### src/rtl/mux_sel_pkg.sv
// Shared types and selector encoding for the 4:1 selector arbiter.
//   state_t  : arbiter FSM states
//   SEL_CHx  : selector codes expected by the downstream 4:1 data selector
//   enc_sel  : channel index -> selector code (bit-swapped index)
package mux_sel_pkg;

  typedef enum logic {
    IDLE  = 1'b0,
    GRANT = 1'b1
  } state_t;

  localparam logic [1:0] SEL_CH0 = 2'b00;
  localparam logic [1:0] SEL_CH1 = 2'b10;
  localparam logic [1:0] SEL_CH2 = 2'b01;
  localparam logic [1:0] SEL_CH3 = 2'b11;

  // Downstream selector wires its select bits swapped relative to the index.
  function automatic logic [1:0] enc_sel(input logic [1:0] idx);
    logic [1:0] code;
    case (idx)
      2'd0:    code = SEL_CH0;
      2'd1:    code = SEL_CH1;
      2'd2:    code = SEL_CH2;
      default: code = SEL_CH3;
    endcase
    return code;
  endfunction

endpackage

### src/rtl/rr_priority_pick.sv
// Combinational round-robin pick: first set request searching upward from
// (ptr+1) mod 4.
//   req   in  4  request vector
//   ptr   in  2  last owner
//   valid out 1  any request present
//   idx   out 2  chosen channel (meaningful only when valid)
module rr_priority_pick (
  input  logic [3:0] req,
  input  logic [1:0] ptr,
  output logic       valid,
  output logic [1:0] idx
);

  logic [1:0] w_base;
  logic [3:0] w_rot;
  logic [1:0] w_off;

  assign w_base = ptr + 2'd1;

  // Rotate so bit 0 is the highest-priority channel.
  always_comb begin
    w_rot = '0;
    for (int i = 0; i < 4; i++) begin
      w_rot[i] = req[w_base + 2'(i)];
    end
  end

  // Lowest set bit of the rotated vector wins.
  always_comb begin
    w_off = 2'd0;
    for (int i = 3; i >= 0; i--) begin
      if (w_rot[i]) w_off = 2'(i);
    end
  end

  // Un-rotate back to an absolute channel index.
  assign idx   = w_base + w_off;
  assign valid = |req;

endmodule

### src/rtl/mux_sel_arbiter.sv
// Round-robin arbiter driving the select lines of a 4:1 data selector.
// Holds a grant until done, request drop, or HOLD_MAX cycles elapse.
//   clk     in  1  rising-edge clock
//   rst     in  1  synchronous active-high reset
//   req     in  4  per-channel request
//   done    in  1  owner finished (used only while granted)
//   grant   out 4  registered one-hot grant, zero when idle
//   sel     out 2  registered selector code of the last grant
//   busy    out 1  high while a grant is held
//   timeout out 1  one-cycle pulse after a hold-limit-only release
module mux_sel_arbiter
  import mux_sel_pkg::*;
#(
  parameter int unsigned HOLD_MAX = 8,
  parameter int unsigned CNT_W    = 8
) (
  input  logic       clk,
  input  logic       rst,
  input  logic [3:0] req,
  input  logic       done,
  output logic [3:0] grant,
  output logic [1:0] sel,
  output logic       busy,
  output logic       timeout
);

  state_t             r_state;
  logic [3:0]         r_grant;
  logic [1:0]         r_sel;
  logic               r_busy;
  logic               r_timeout;
  logic [CNT_W-1:0]   r_cnt;
  logic [1:0]         r_ptr;

  state_t             w_state_nxt;
  logic [3:0]         w_grant_nxt;
  logic [1:0]         w_sel_nxt;
  logic               w_busy_nxt;
  logic               w_timeout_nxt;
  logic [CNT_W-1:0]   w_cnt_nxt;
  logic [1:0]         w_ptr_nxt;

  logic               w_pick_valid;
  logic [1:0]         w_pick_idx;
  logic               w_limit;
  logic               w_owner_req;

  rr_priority_pick u_pick (
    .req   (req),
    .ptr   (r_ptr),
    .valid (w_pick_valid),
    .idx   (w_pick_idx)
  );

  assign w_limit     = (r_cnt == CNT_W'(HOLD_MAX - 1));
  assign w_owner_req = req[r_ptr];

  // State and output registers.
  always_ff @(posedge clk) begin
    if (rst) begin
      r_state   <= IDLE;
      r_grant   <= 4'b0000;
      r_sel     <= 2'b00;
      r_busy    <= 1'b0;
      r_timeout <= 1'b0;
      r_cnt     <= '0;
      r_ptr     <= 2'd3;
    end else begin
      r_state   <= w_state_nxt;
      r_grant   <= w_grant_nxt;
      r_sel     <= w_sel_nxt;
      r_busy    <= w_busy_nxt;
      r_timeout <= w_timeout_nxt;
      r_cnt     <= w_cnt_nxt;
      r_ptr     <= w_ptr_nxt;
    end
  end

  // Next-state and next-output logic.
  always_comb begin
    w_state_nxt   = r_state;
    w_grant_nxt   = r_grant;
    w_sel_nxt     = r_sel;
    w_busy_nxt    = r_busy;
    w_timeout_nxt = 1'b0;
    w_cnt_nxt     = r_cnt;
    w_ptr_nxt     = r_ptr;

    case (r_state)
      IDLE: begin
        if (w_pick_valid) begin
          w_state_nxt = GRANT;
          w_grant_nxt = 4'b0001 << w_pick_idx;
          w_sel_nxt   = enc_sel(w_pick_idx);
          w_busy_nxt  = 1'b1;
          w_cnt_nxt   = '0;
          w_ptr_nxt   = w_pick_idx;
        end
      end
      GRANT: begin
        w_cnt_nxt = r_cnt + CNT_W'(1);
        if (done || !w_owner_req || w_limit) begin
          w_state_nxt   = IDLE;
          w_grant_nxt   = 4'b0000;
          w_busy_nxt    = 1'b0;
          w_cnt_nxt     = '0;
          // Only a pure hold-limit release is reported as a timeout.
          w_timeout_nxt = w_limit && !done && w_owner_req;
        end
      end
      default: w_state_nxt = IDLE;
    endcase
  end

  assign grant   = r_grant;
  assign sel     = r_sel;
  assign busy    = r_busy;
  assign timeout = r_timeout;

endmodule

### config.mk
export PLATFORM = sky130hd
export DESIGN_NAME = mux_sel_arbiter
export DESIGN_NICKNAME = d
export VERILOG_FILES = /design/src/rtl/mux_sel_pkg.sv /design/src/rtl/rr_priority_pick.sv /design/src/rtl/mux_sel_arbiter.sv
export SDC_FILE = /design/constraint.sdc
export NUM_CORES = 1
export LEC_CHECK = 0
export BUFFER_PORTS_ARGS = -buffer_cell sky130_fd_sc_hd__buf_2
export CAP_MARGIN = 20
export CORE_MARGIN = 2
export CORE_UTILIZATION = 60
export DETAILED_ROUTE_END_ITERATION = 10
export GPL_TIMING_DRIVEN = 0
export PLACE_DENSITY = 0.83
export SYNTH_ARGS = -nofsm -noshare
export SYNTH_HDL_FRONTEND = slang
export SYNTH_SLANG_ARGS = --single-unit
### constraint.sdc
create_clock -name clk -period 5.9 [get_ports clk]
set_input_delay 0.885 -clock clk [delete_from_list [all_inputs] [get_ports clk]]
set_output_delay 0.885 -clock clk [all_outputs]
set_load 0.01 [all_outputs]
# Yosys cells after proc, flatten, opt, wreduce, memory -nomap -nowiden
# Index checks and enable logic that the tools add are counted.
[op_classes] eq_ne=5 addsub=6 mux=27 n_bitwise=2 magnitude_cmp=5 n_shift=1 n_reduce_logical=11
[op_table] operator="two-way mux 8 bit" n=2
[op_table] operator="one-hot mux 8 bit (2 select lines)" n=1
[op_table] operator="less-than comparator 2 x 3 -> 1 bit (second input constant)" n=5
[op_table] operator="binary-select mux 1 bit (select 2 bit)" n=5
[op_table] operator="two-way mux 1 bit" n=9
[op_table] operator="adder 8 x 1 -> 8 bit (second input constant)" n=1
[op_table] operator="equality test 8 x 3 -> 1 bit (second input constant)" n=1
[op_table] operator="two-way mux 2 bit" n=4
[op_table] operator="two-way mux 4 bit" n=2
[op_table] operator="one-hot mux 4 bit (2 select lines)" n=1
[op_table] operator="one-hot mux 2 bit (3 select lines)" n=1
[op_table] operator="adder 2 x 1 -> 2 bit (second input constant)" n=2
[op_table] operator="adder 2 bit (second input constant)" n=2
[op_table] operator="!= test 2 x 1 -> 1 bit (second input constant)" n=2
[op_table] operator="one-hot mux 1 bit (2 select lines)" n=2
[op_table] operator="AND reduction 2 bit" n=2
[op_table] operator="OR reduction 4 bit" n=1
[op_table] operator="<< shifter 1 x 2 -> 4 bit (first input constant)" n=1
[op_table] operator="OR reduction 3 bit" n=1
[op_table] operator="adder 2 bit" n=1
[op_table] operator="equality test 2 x 1 -> 1 bit (second input constant)" n=1
[op_table] operator="equality test 2 bit (second input constant)" n=1
[op_table] operator="logical AND 1 bit" n=2
[op_table] operator="zero test 1 bit" n=2
[op_table] operator="3 further kinds" n=5
[word_totals] regBits=19

# Logic depth before layout (Yosys ltp)
# Gate-level depths: netlist of run 1.
[depth] depth_word=12 ltp_mapped=11

# By module
# Synthesis of run 1 repeated with hierarchy kept, for this count alone.
[unflattened] hier_cells=123 hier_area_um2=1057.3
[modules_own_cells] module="mux_sel_arbiter" seq_area_each_um2=380.4 instances=1 area_per_inst_um2=857.1 cells_per_inst=97
[modules_own_cells] module="rr_priority_pick" seq_area_each_um2=0.0 instances=1 area_per_inst_um2=200.2 cells_per_inst=26

# Worst setup path after synthesis of run 1
# No wires, ideal clock.
[synth_timing] path_kind="input -> register" startpoint="input req[1]" endpoint="register r_grant[3] (netlist: grant[3])" required_ns=5.786 arrival_time_ns=2.646 n_path_buf=1 path_stages=8 slack_ns=3.139 cell_sequence="buf_6 -> or4_2 -> o221ai_1 -> ha_1 -> xnor2_1 -> xnor2_1 -> xnor2_2 -> a2bb2o_4"
[synth_via] elab_chain_len=10
[synth_rtl] item="start: declaration" line_no="mux_sel_arbiter.sv:19" rtl="input logic [3:0] req,"
[synth_rtl] item="binary-select mux 1 bit (select 2 bit)" line_no="rr_priority_pick.sv:24" rtl="w_rot[i] = req[w_base + 2'(i)];"
[synth_rtl] item="two-way mux 1 bit (implied by the code)" line_no="rr_priority_pick.sv:24"
[synth_rtl] item="two-way mux 2 bit (4 in a row)" line_no="rr_priority_pick.sv:32" rtl="if (w_rot[i]) w_off = 2'(i);"
[synth_rtl] item="adder 2 bit" line_no="rr_priority_pick.sv:37" rtl="assign idx = w_base + w_off;"
[synth_rtl] item="<< shifter 1 x 2 -> 4 bit" line_no="mux_sel_arbiter.sv:93" rtl="w_grant_nxt = 4'b0001 << w_pick_idx;"
[synth_rtl] item="two-way mux 4 bit" line_no="mux_sel_arbiter.sv:91" rtl="if (w_pick_valid) begin"
[synth_rtl] item="one-hot mux 4 bit (2 select lines)" line_no="mux_sel_arbiter.sv:89" rtl="case (r_state)"
[synth_rtl] item="end signal: assignment" line_no="mux_sel_arbiter.sv:70" rtl="r_grant <= w_grant_nxt;"
[synth_rtl] item="end: declaration" line_no="mux_sel_arbiter.sv:28" rtl="logic [3:0] r_grant;"
# Several ways; a longest one is shown, not always the timed one. The select of a mux whose other input is x is not followed.
# A chain may end at the register's enable or synchronous reset.

# Worst setup path in the final report of run 1
# Same ends and word-level chain as after synthesis.

==> results_dict.tcl, run 1 <==
set metrics [dict create \
    wl_met2_microns 979 \
    path_depth 8 \
    slowest_delay_ns 0.64 \
    die_area_sq_um 2240 \
    ant_nets 0 \
    cap_violations 0 \
    drt-initial-drc-count 15 \
    ir_drop_mv 0.230 \
    yosysTopAreaCell "dfxtp_1" \
    clk_pin_slew_ns 0.10 \
    initial_utilization 0.644 \
    postCtsSetupRepairBufs 0 \
    startpoint "req[1]" \
    synth_edf_count 0 \
    crit_path_frequent_cell "xnor2_1" \
    synthCells 125 \
    final_cells 164 \
    fp.dieW_microns 47.3 \
    grt_use_total 0.211 \
    synth_warnings 0 \
    comb_power_share 0.457 \
    timing.final.max_slew_violations 0 \
    critical_path_peak_fanout 10 \
    fin_tns_setup_ns 0 \
    syn_area_per_cell_sq_um 9.00 \
    antenna-diode-count 0 \
    finalCritPeriodShare 0.437 \
    leakage_uw 0.000505 \
    hold_path.class "reg -> reg" \
    regToRegStartpoint "r_ptr[0]" \
    cp-start-kind "input port" \
    dr_wl_met3_microns 59 \
    dp.cells 160 \
    critPathSlowestCell "or4_2" \
    cts_tree "done" \
    synth-main-ff-cell "dfxtp_1" \
    p_int_uw 268 \
    post_drt_via_cell_ratio 5.66 \
    critPathKind "in -> reg" \
    synthArstFlopShare 0 \
    power_density_nw_per_um2 338 \
    worstMarginPinSlew_ns 0.424 \
    wire_per_inst_microns 12.4 \
    crit_end "grant[3]" \
    die_h_microns 47.3 \
    cts-resized-gates 0 \
    grt_first_pass_wirelength_microns 3450 \
    ys_seq_area_frac 0.338 \
    r2r-end "grant[3]" \
    insertion_delay_ns 0.30 \
    setup_violations 0 \
    clockBufferDepth 2 \
    fmax_mhz 388 \
    nets 149 \
    numCtsBuffers 3 \
    cts_hold_buf 0 \
    arrival_ns 2.77 \
    netSwitchingPower_uw 148 \
    rows 15 \
    crit_family "simple AND/OR/NAND/NOR gates" \
    grt_max_degree 11 \
    rsz0062_at_grt "false" \
    reg2reg_depth 8 \
    antenna_found_initial 0 \
    slew_headroom 0.718 \
    crit_path_cell_trace "buf_6, or4_2, o221ai_1, ha_1, xnor2_1, xnor2_1, xnor2_2, a2bb2o_4" \
    synthTopCellsByArea "dfxtp_1 (34%), nor2_1 (6.0%), buf_6 (4.0%)" \
    vias 929 \
    synth_cell_types 49 \
    dr.pass1.iters 4 \
    rrSetupSlack_ns 3.56 \
    switching_share 0.356 \
    wl_microns 2040 \
    hold_viol 0 \
    ioPinCount 15 \
    synth_nets 134 \
    core-area_sq_um 1750 \
    drcViolationCount 0 \
    first_global_vias 807 \
    grt_overflow 0 \
    synth_seq_cells 19 \
    gp_congestion 0.850 \
    routed.top_layer "met3" \
    hpwl_microns 1530 \
    worst_setup_path_end_kind "flop" \
    skew_ns 0.00598 \
    crit_required_ns 6.10 \
    synth.top_cell.area_share 0.338 \
    path_buf_inv 1 \
    seqPwrFrac 0.387 \
    clkPwrFrac 0.156 \
    final.min_clock_period_ns 2.58 \
    clock-sinks 19 \
    synth_area_sq_um 1120 \
    status "finished, final reports clean" \
    ctsRootBufferMaster "clkbuf_4" \
    htreeDepth 1 \
    syn_to_final_growth_pct 9.57 \
    io_buffers 10 \
    drt-met1-wl_microns 1000 \
    utilization 0.706 \
    drive_gt1_frac 0.230 \
]
[placed cells by master (no fill, tap or decap), types with 2 or more instances in the layout]
| cell | instances |
|---|---|
| and2_1 | 2 |
| xor2_1 | 2 |
| and3_1 | 2 |
| nand3_1 | 4 |
| buf_4 | 2 |
| or2_1 | 2 |
| clkbuf_1 | 2 |
| clkbuf_4 | 3 |
| a21o_1 | 2 |
| buf_6 | 4 |
| nor3b_1 | 2 |
| mux2i_1 | 4 |
| nor2_1 | 18 |
| nand2_1 | 11 |
| nand2b_1 | 3 |
| a21oi_1 | 6 |
| buf_2 | 11 |
| o21ai_0 | 5 |
| xnor2_1 | 3 |
| dfxtp_1 | 19 |
| nor3_1 | 2 |
| ha_1 | 2 |
[how the worst min path moves through the flow]
stage	from	to	slack, ns	cells past startpoint
final	busy	busy	0.46	1
after global routing	busy	busy	0.48	1
after CTS	busy	busy	0.47	1
after detailed placement	busy	busy	0.44	1
after global placement	busy	busy	0.43	1
after floorplan	r_cnt[7]	r_cnt[7]	0.46	2
[logic make-up (layout without fill, tap and decap cells)]
| kind of cell | count (synthesis) | count (layout) | synth area share |
|---|---|---|---|
| simple gates | 55 | 55 | 0.267 |
| compound gates | 29 | 29 | 0.216 |
| flops | 19 | 19 | 0.338 |
| buf+inv | 10 | 24 | 0.0678 |
| xor+xnor | 6 | 6 | 0.0534 |
| mux | 4 | 4 | 0.0356 |
| fa+ha+maj | 2 | 2 | 0.0222 |
[power groups by stage]
stage	registers (uW)	logic, uW	clock network [uW]
after CTS	162	189	66.5
after floorplan	171	143	0
after global placement	163	184	0
final	161	191	64.9
after global routing	164	208	70.4
after detailed placement	164	189	0
[stage by stage]
| step | instance area [sq um] | setup WS [ns] | power, uW | hold WS (ns) |
|---|---|---|---|---|
| 3_5_place_dp | 1210 | 3.02 | 353 | 0.440 |
| 4_1_cts | 1230 | 3.34 | 417 | 0.466 |
| 5_1_grt | 1230 | 3.23 | 442 | 0.482 |
| 6_report | 1230 | 3.32 | 417 | 0.462 |
| 3_3_place_gp | 1210 | 3.07 | 347 | 0.433 |
| 2_1_floorplan | 1120 | 3.14 | 314 | 0.464 |
[state kept, by name (all words and copies together), names as in the netlist]
signal	count
sel	2
grant	4
r_ptr	2
r_cnt	8
busy	1
r_state	1
timeout	1
[layout make-up]
cell class	count	area, sq um
clock buffer	4	26.3
fill	134	513
inverter	2	7.51
timing repair buffer	10	50.0
tap	25	31.3
multi-input combinational	96	668
buffer	8	68.8
sequential	19	380
[per-layer routing]
layer,track usage,up-vias
li1,-,472
met1,0.283,444
met2,0.354,13
met3,0.0577,0
met4,0.0167,0
met5,0,-
[Yosys cell counts, types with 2 or more instances]
| cell type | number |
|---|---|
| mux2i_1 | 4 |
| nor3b_1 | 2 |
| nand2b_1 | 3 |
| a21o_1 | 2 |
| nand3_1 | 4 |
| o21ai_0 | 5 |
| xor2_1 | 2 |
| buf_4 | 2 |
| nor3_1 | 2 |
| buf_6 | 4 |
| nand2_1 | 11 |
| and3_1 | 2 |
| or2_1 | 2 |
| ha_1 | 2 |
| xnor2_1 | 3 |
| nor2_1 | 18 |
| and2_1 | 2 |
| a21oi_1 | 6 |
| dfxtp_1 | 19 |
Note: power is estimated with default switching activity, not from simulation.
==> run 2, diff against run 1 <==
CORE_UTILIZATION = 50   (was 60)
PLACE_DENSITY = 0.73   (was 0.83)
clock period = 2.2 ns   (was 5.9 ns; I/O delays follow)
==> run 2 against run 1 <==
Clock skew is 0.0033 ns lower. Count of clock-buffer cells in the layout is 1 lower. Wire length is 7.8% higher. Worst setup slack worse by 3.2 ns. Global-route usage is 2.6 points lower. Critical path depth stayed put. Largest power group unchanged. Total power grew to 2.9 times the previous value. Combinational power grew to 3.1 times the previous value.
==> results_dict.tcl, run 2 (synthesis results as in run 1) <==
set metrics [dict create \
    wl_microns 2200 \
    nets 150 \
    largest_register_ffs 8 \
    wire_per_inst_microns 13.1 \
    vias 939 \
    io_buffers 10 \
    grt_max_degree 12 \
    regArea_sq_um 380 \
    drive_gt1_frac 0.279 \
    rows 17 \
    final.min_clock_period_ns 2.09 \
    fillers 209 \
    arrival_ns 2.29 \
    power.total_uw 1190 \
    critPathKind "reg -> reg" \
    status "finished, final reports clean" \
    clk_pin_slew_ns 0.11 \
    setup_violations 0 \
    core-area_sq_um 2170 \
    grt_overflow 0 \
    layout_commonest_cell "dfxtp_1" \
    insertion_delay_ns 0.29 \
    critical_path_peak_fanout 10 \
    drcViolationCount 0 \
    first_global_vias 856 \
    fin_ws_ns 0.114 \
    grt_use_total 0.186 \
    clockBufferDepth 2 \
    ctsRootBufferMaster "clkbuf_4" \
    timing.final.max_slew_violations 0 \
    initial_utilization 0.518 \
    antenna_found_initial 0 \
    die_area_sq_um 2650 \
    skew_ns 0.00265 \
    finalCritPeriodShare 0.948 \
    dr.pass1.iters 4 \
    largest-register "r_cnt" \
    htreeDepth 1 \
    ir_drop_mv 0.450 \
    place_ws_ns -0.0759 \
    hold_viol 0 \
    gp_congestion 0.836 \
    fp.dieW_microns 51.4 \
    hpwl_microns 1600 \
    drt-initial-drc-count 16 \
    slew_headroom 0.722 \
    fmax_mhz 479 \
    ioPinCount 15 \
    grt_first_pass_wirelength_microns 3730 \
    hold_path.class "in -> reg" \
    leakage_uw 0.000526 \
    cts_hold_buf 0 \
    worst_setup_path_end_kind "flop" \
    mostFrequentLayoutCells "dfxtp_1 (19), nor2_1 (18), buf_2 (11), nand2_1 (11), a21oi_1 (6)" \
    numCtsBuffers 3 \
    antenna-diode-count 0 \
    rsz0062_at_grt "false" \
    cts_tree "done" \
    cap_violations 0 \
    power_density_nw_per_um2 933 \
    worstMarginPinSlew_ns 0.417 \
    clock-sinks 19 \
    post_drt_via_cell_ratio 5.59 \
    ant_nets 0 \
    crit_required_ns 2.40 \
    cp-start-kind "flop" \
    multi_input_area_sq_um 701 \
    die_h_microns 51.4 \
    syn_to_final_growth_pct 13.8 \
]
-- run 2: changes by cell type in the layout (fill, tap and decap cells not counted), sizes merged --
cell / change
buf: +1
clkinv: +1
clkbuf: -1
-- run 2: worst paths after layout --
check / slack (ns) / cells after the start / from / to
max: 0.11 / 8 / r_ptr[0] / grant[3]
min: 0.42 / 3 / rst / grant[2]
max reg2reg: 0.11 / 8 / r_ptr[0] / grant[3]
min reg2reg: 0.47 / 1 / busy / busy
-- run 2: what timing repair did --
item,in CTS,in global routing
endpoints found under the setup margin,5,6
resized for setup,3,1
pin swaps,1,1
buffers inserted,1,0
gates cloned,0,0
-- run 2: per-layer routing --
metal / part of all wire / global-route usage
met5: 0 / 0
met4: 0.0077 / 0.0614
met3: 0.021 / 0.0351
met2: 0.52 / 0.331
met1: 0.45 / 0.221
-- run 2: area by class of cell --
type | count | share of cell area
Buffer | 8 | 0.0538
Clock buffer | 3 | 0.0176
Clock inverter | 1 | 0.00391
Inverter | 2 | 0.00782
Multi-Input combinational cell | 96 | 0.547
Sequential cell | 19 | 0.297
Tap cell | 28 | 0.0274
Timing Repair Buffer | 11 | 0.0450
-- run 2: critical path, stage by stage, from the launching register on --
cell      delay [ns]
dfxtp_1         0.32
buf_6           0.14
or4_4           0.53
o221ai_2        0.08
ha_2            0.22
xnor2_2         0.08
xnor2_2         0.17
xnor2_2         0.23
a2bb2o_4        0.23
-- run 2: report_power, final --
part           switching (uW)  leakage [uW]  internal, uW
sequential               31.2      0.000155           403
combinational             290      0.000353           296
clock                     108     0.0000177          67.5
total                     429      0.000526           766
-- run 2: per-stage QoR --
stage	instances	hold WS (ns)	area, sq um	util	TNS [ns]
after floorplan	125	0.464	1140	-	0
final	168	0.419	1280	0.590	0
after global placement	163	0.431	1220	0.563	0
after CTS	168	0.407	1280	0.589	0
after global routing	168	0.420	1280	0.590	0
after detailed placement	163	0.439	1220	0.563	-0.200
==> run 3, diff against run 2 <==
PLACE_DENSITY = 0.76   (was 0.73)
==> run 3 against run 2 <==
Highest routed layer unchanged. First-iteration DRC count rose by 25%. Wire length is 0.59% lower. Core utilization up 0.35 points. Sequential power is 4% higher.
==> results_dict.tcl, run 3 (synthesis results as in run 1) <==
set metrics [dict create \
    status "finished, final reports clean" \
    p_int_uw 784 \
    numCtsBuffers 3 \
    nets 149 \
    cts_hold_buf 0 \
    ioPinCount 15 \
    rows 17 \
    clk_pin_slew_ns 0.12 \
    clkPwrFrac 0.146 \
    grt_use_total 0.181 \
    skew_ns 0.0114 \
    fillers 205 \
    drcViolationCount 0 \
    layout_commonest_cell "dfxtp_1" \
    first_global_vias 859 \
    mostFrequentLayoutCells "dfxtp_1 (18), nor2_1 (17), buf_2 (11), nand2_1 (11)" \
    power_density_nw_per_um2 956 \
    cp-start-kind "flop" \
    dr.pass1.iters 4 \
    fp.dieW_microns 51.4 \
    finalCritPeriodShare 0.955 \
    largest-register "r_cnt" \
    post_drt_via_cell_ratio 5.56 \
    path_buf_inv 0 \
    regToRegStartpoint "r_ptr[0]" \
    crit_path_frequent_cell "xnor2_2" \
    io_buffers 10 \
    ir_drop_mv 0.540 \
    core-area_sq_um 2170 \
    timing.final.max_slew_violations 0 \
    gp_congestion 0.764 \
    netSwitchingPower_uw 447 \
    hold_path.class "in -> reg" \
    die_h_microns 51.4 \
    rsz0062_at_grt "false" \
    hold_viol 0 \
    final.min_clock_period_ns 2.10 \
    seqPwrFrac 0.366 \
    regArea_sq_um 384 \
    setup_violations 0 \
    postLayoutCellArea_sq_um 1290 \
    arrival_ns 2.32 \
    initial_utilization 0.518 \
    wire_per_inst_microns 13.1 \
    drive_gt1_frac 0.309 \
    ant_nets 0 \
    critical_path_peak_fanout 10 \
    ctsRootBufferMaster "clkbuf_4" \
    comb_power_share 0.488 \
    clock-sinks 19 \
    crit_family "simple AND/OR/NAND/NOR gates" \
    grt_max_degree 12 \
    leakage_uw 0.000517 \
    drt-initial-drc-count 20 \
    largest_register_ffs 8 \
    r2r-end "grant[3]" \
    cts_tree "done" \
    slowest_delay_ns 0.54 \
    critPathSlowestCell "or4_4" \
    antenna_found_initial 0 \
    crit_required_ns 2.42 \
    fin_tns_setup_ns 0 \
    insertion_delay_ns 0.31 \
    slew_headroom 0.677 \
    antenna-diode-count 0 \
    multi_input_area_sq_um 713 \
    die_area_sq_um 2650 \
    dpl_cell_area_sq_um 1220 \
    crit_path_cell_trace "or4_4, o221ai_2, ha_2, xnor2_2, xnor2_2, xnor2_2, a2bb2o_4" \
    worstMarginPinSlew_ns 0.485 \
    hp-start "rst" \
    grt_overflow 0 \
    worst_setup_path_end_kind "flop" \
    min_to "grant[2]" \
    hpwl_microns 1600 \
    fmax_mhz 476 \
    wl_microns 2190 \
    min_path_cells 3 \
    htreeDepth 1 \
    reg2reg_depth 7 \
    clockBufferDepth 2 \
    cap_violations 0 \
    vias 928 \
    grt_first_pass_wirelength_microns 3610 \
    switching_share 0.363 \
    syn_to_final_growth_pct 14.5 \
    critPathKind "reg -> reg" \
    rrSetupSlack_ns 0.1 \
]
==> run 3: area by class of cell <==
| type | instances | area share |
|---|---|---|
| sequential | 19 | 0.298 |
| tap | 28 | 0.0272 |
| buffer | 7 | 0.0447 |
| clock inverter | 1 | 0.00389 |
| inverter | 2 | 0.00972 |
| clock buffer | 3 | 0.0175 |
| multi-input combinational | 96 | 0.554 |
| timing repair buffer | 11 | 0.0447 |
==> run 3: layer usage <==
metal / vias up / GRT usage / part of all wire
met5: - / 0 / 0
met4: 0 / 0.0526 / 0.0096
met3: 4 / 0.0526 / 0.027
met2: 11 / 0.338 / 0.54
met1: 440 / 0.193 / 0.43
li1: 473 / - / -
==> run 3: worst max path at each step <==
stage | end | slack [ns] | start | cells past startpoint
finish | grant[3] | 0.1 | r_ptr[0] | 7
global route | grant[3] | 0.02 | r_ptr[0] | 7
CTS | grant[3] | 0.01 | r_ptr[0] | 10
detailed placement | grant[3] | -0.04 | r_ptr[0] | 10
global placement | grant[3] | 0.007 | req[0] | 9
floorplan | grant[3] | 0.10 | r_ptr[0] | 10
==> run 3: power groups by stage <==
stage / sequential [uW] / combinational [uW] / clock (uW)
final: 450 / 600 / 180
after global routing: 459 / 650 / 200
after CTS: 432 / 546 / 187
after detailed placement: 440 / 518 / 0
after global placement: 438 / 504 / 0
after floorplan: 459 / 394 / 0
==> run 3: metrics by stage <==
step           worst slack, ns  power, uW  cells  hold slack (ns)  utilization
6_report                0.0989       1230    167            0.400        0.593
2_1_floorplan            0.100        854    125            0.464            -
4_1_cts                 0.0120       1170    167            0.401        0.582
5_1_grt                 0.0236       1310    167            0.430        0.593
3_5_place_dp           -0.0446        958    163            0.443        0.563
3_3_place_gp           0.00728        942    163            0.431        0.563
==> run 3: repair_timing <==
action,in CTS,in global routing
endpoints found under the hold margin,0,0
gates resized for setup,2,9
cloned,0,0
setup buffers,0,1
endpoints found under the setup margin,5,5
pin swaps,1,8
==> run 3: worst register-to-register path, stage by stage (launching register included) <==
cell,delay [ns]
dfxtp_4,0.41
or4_4,0.54
o221ai_2,0.07
ha_2,0.21
xnor2_2,0.08
xnor2_2,0.26
xnor2_2,0.20
a2bb2o_4,0.24
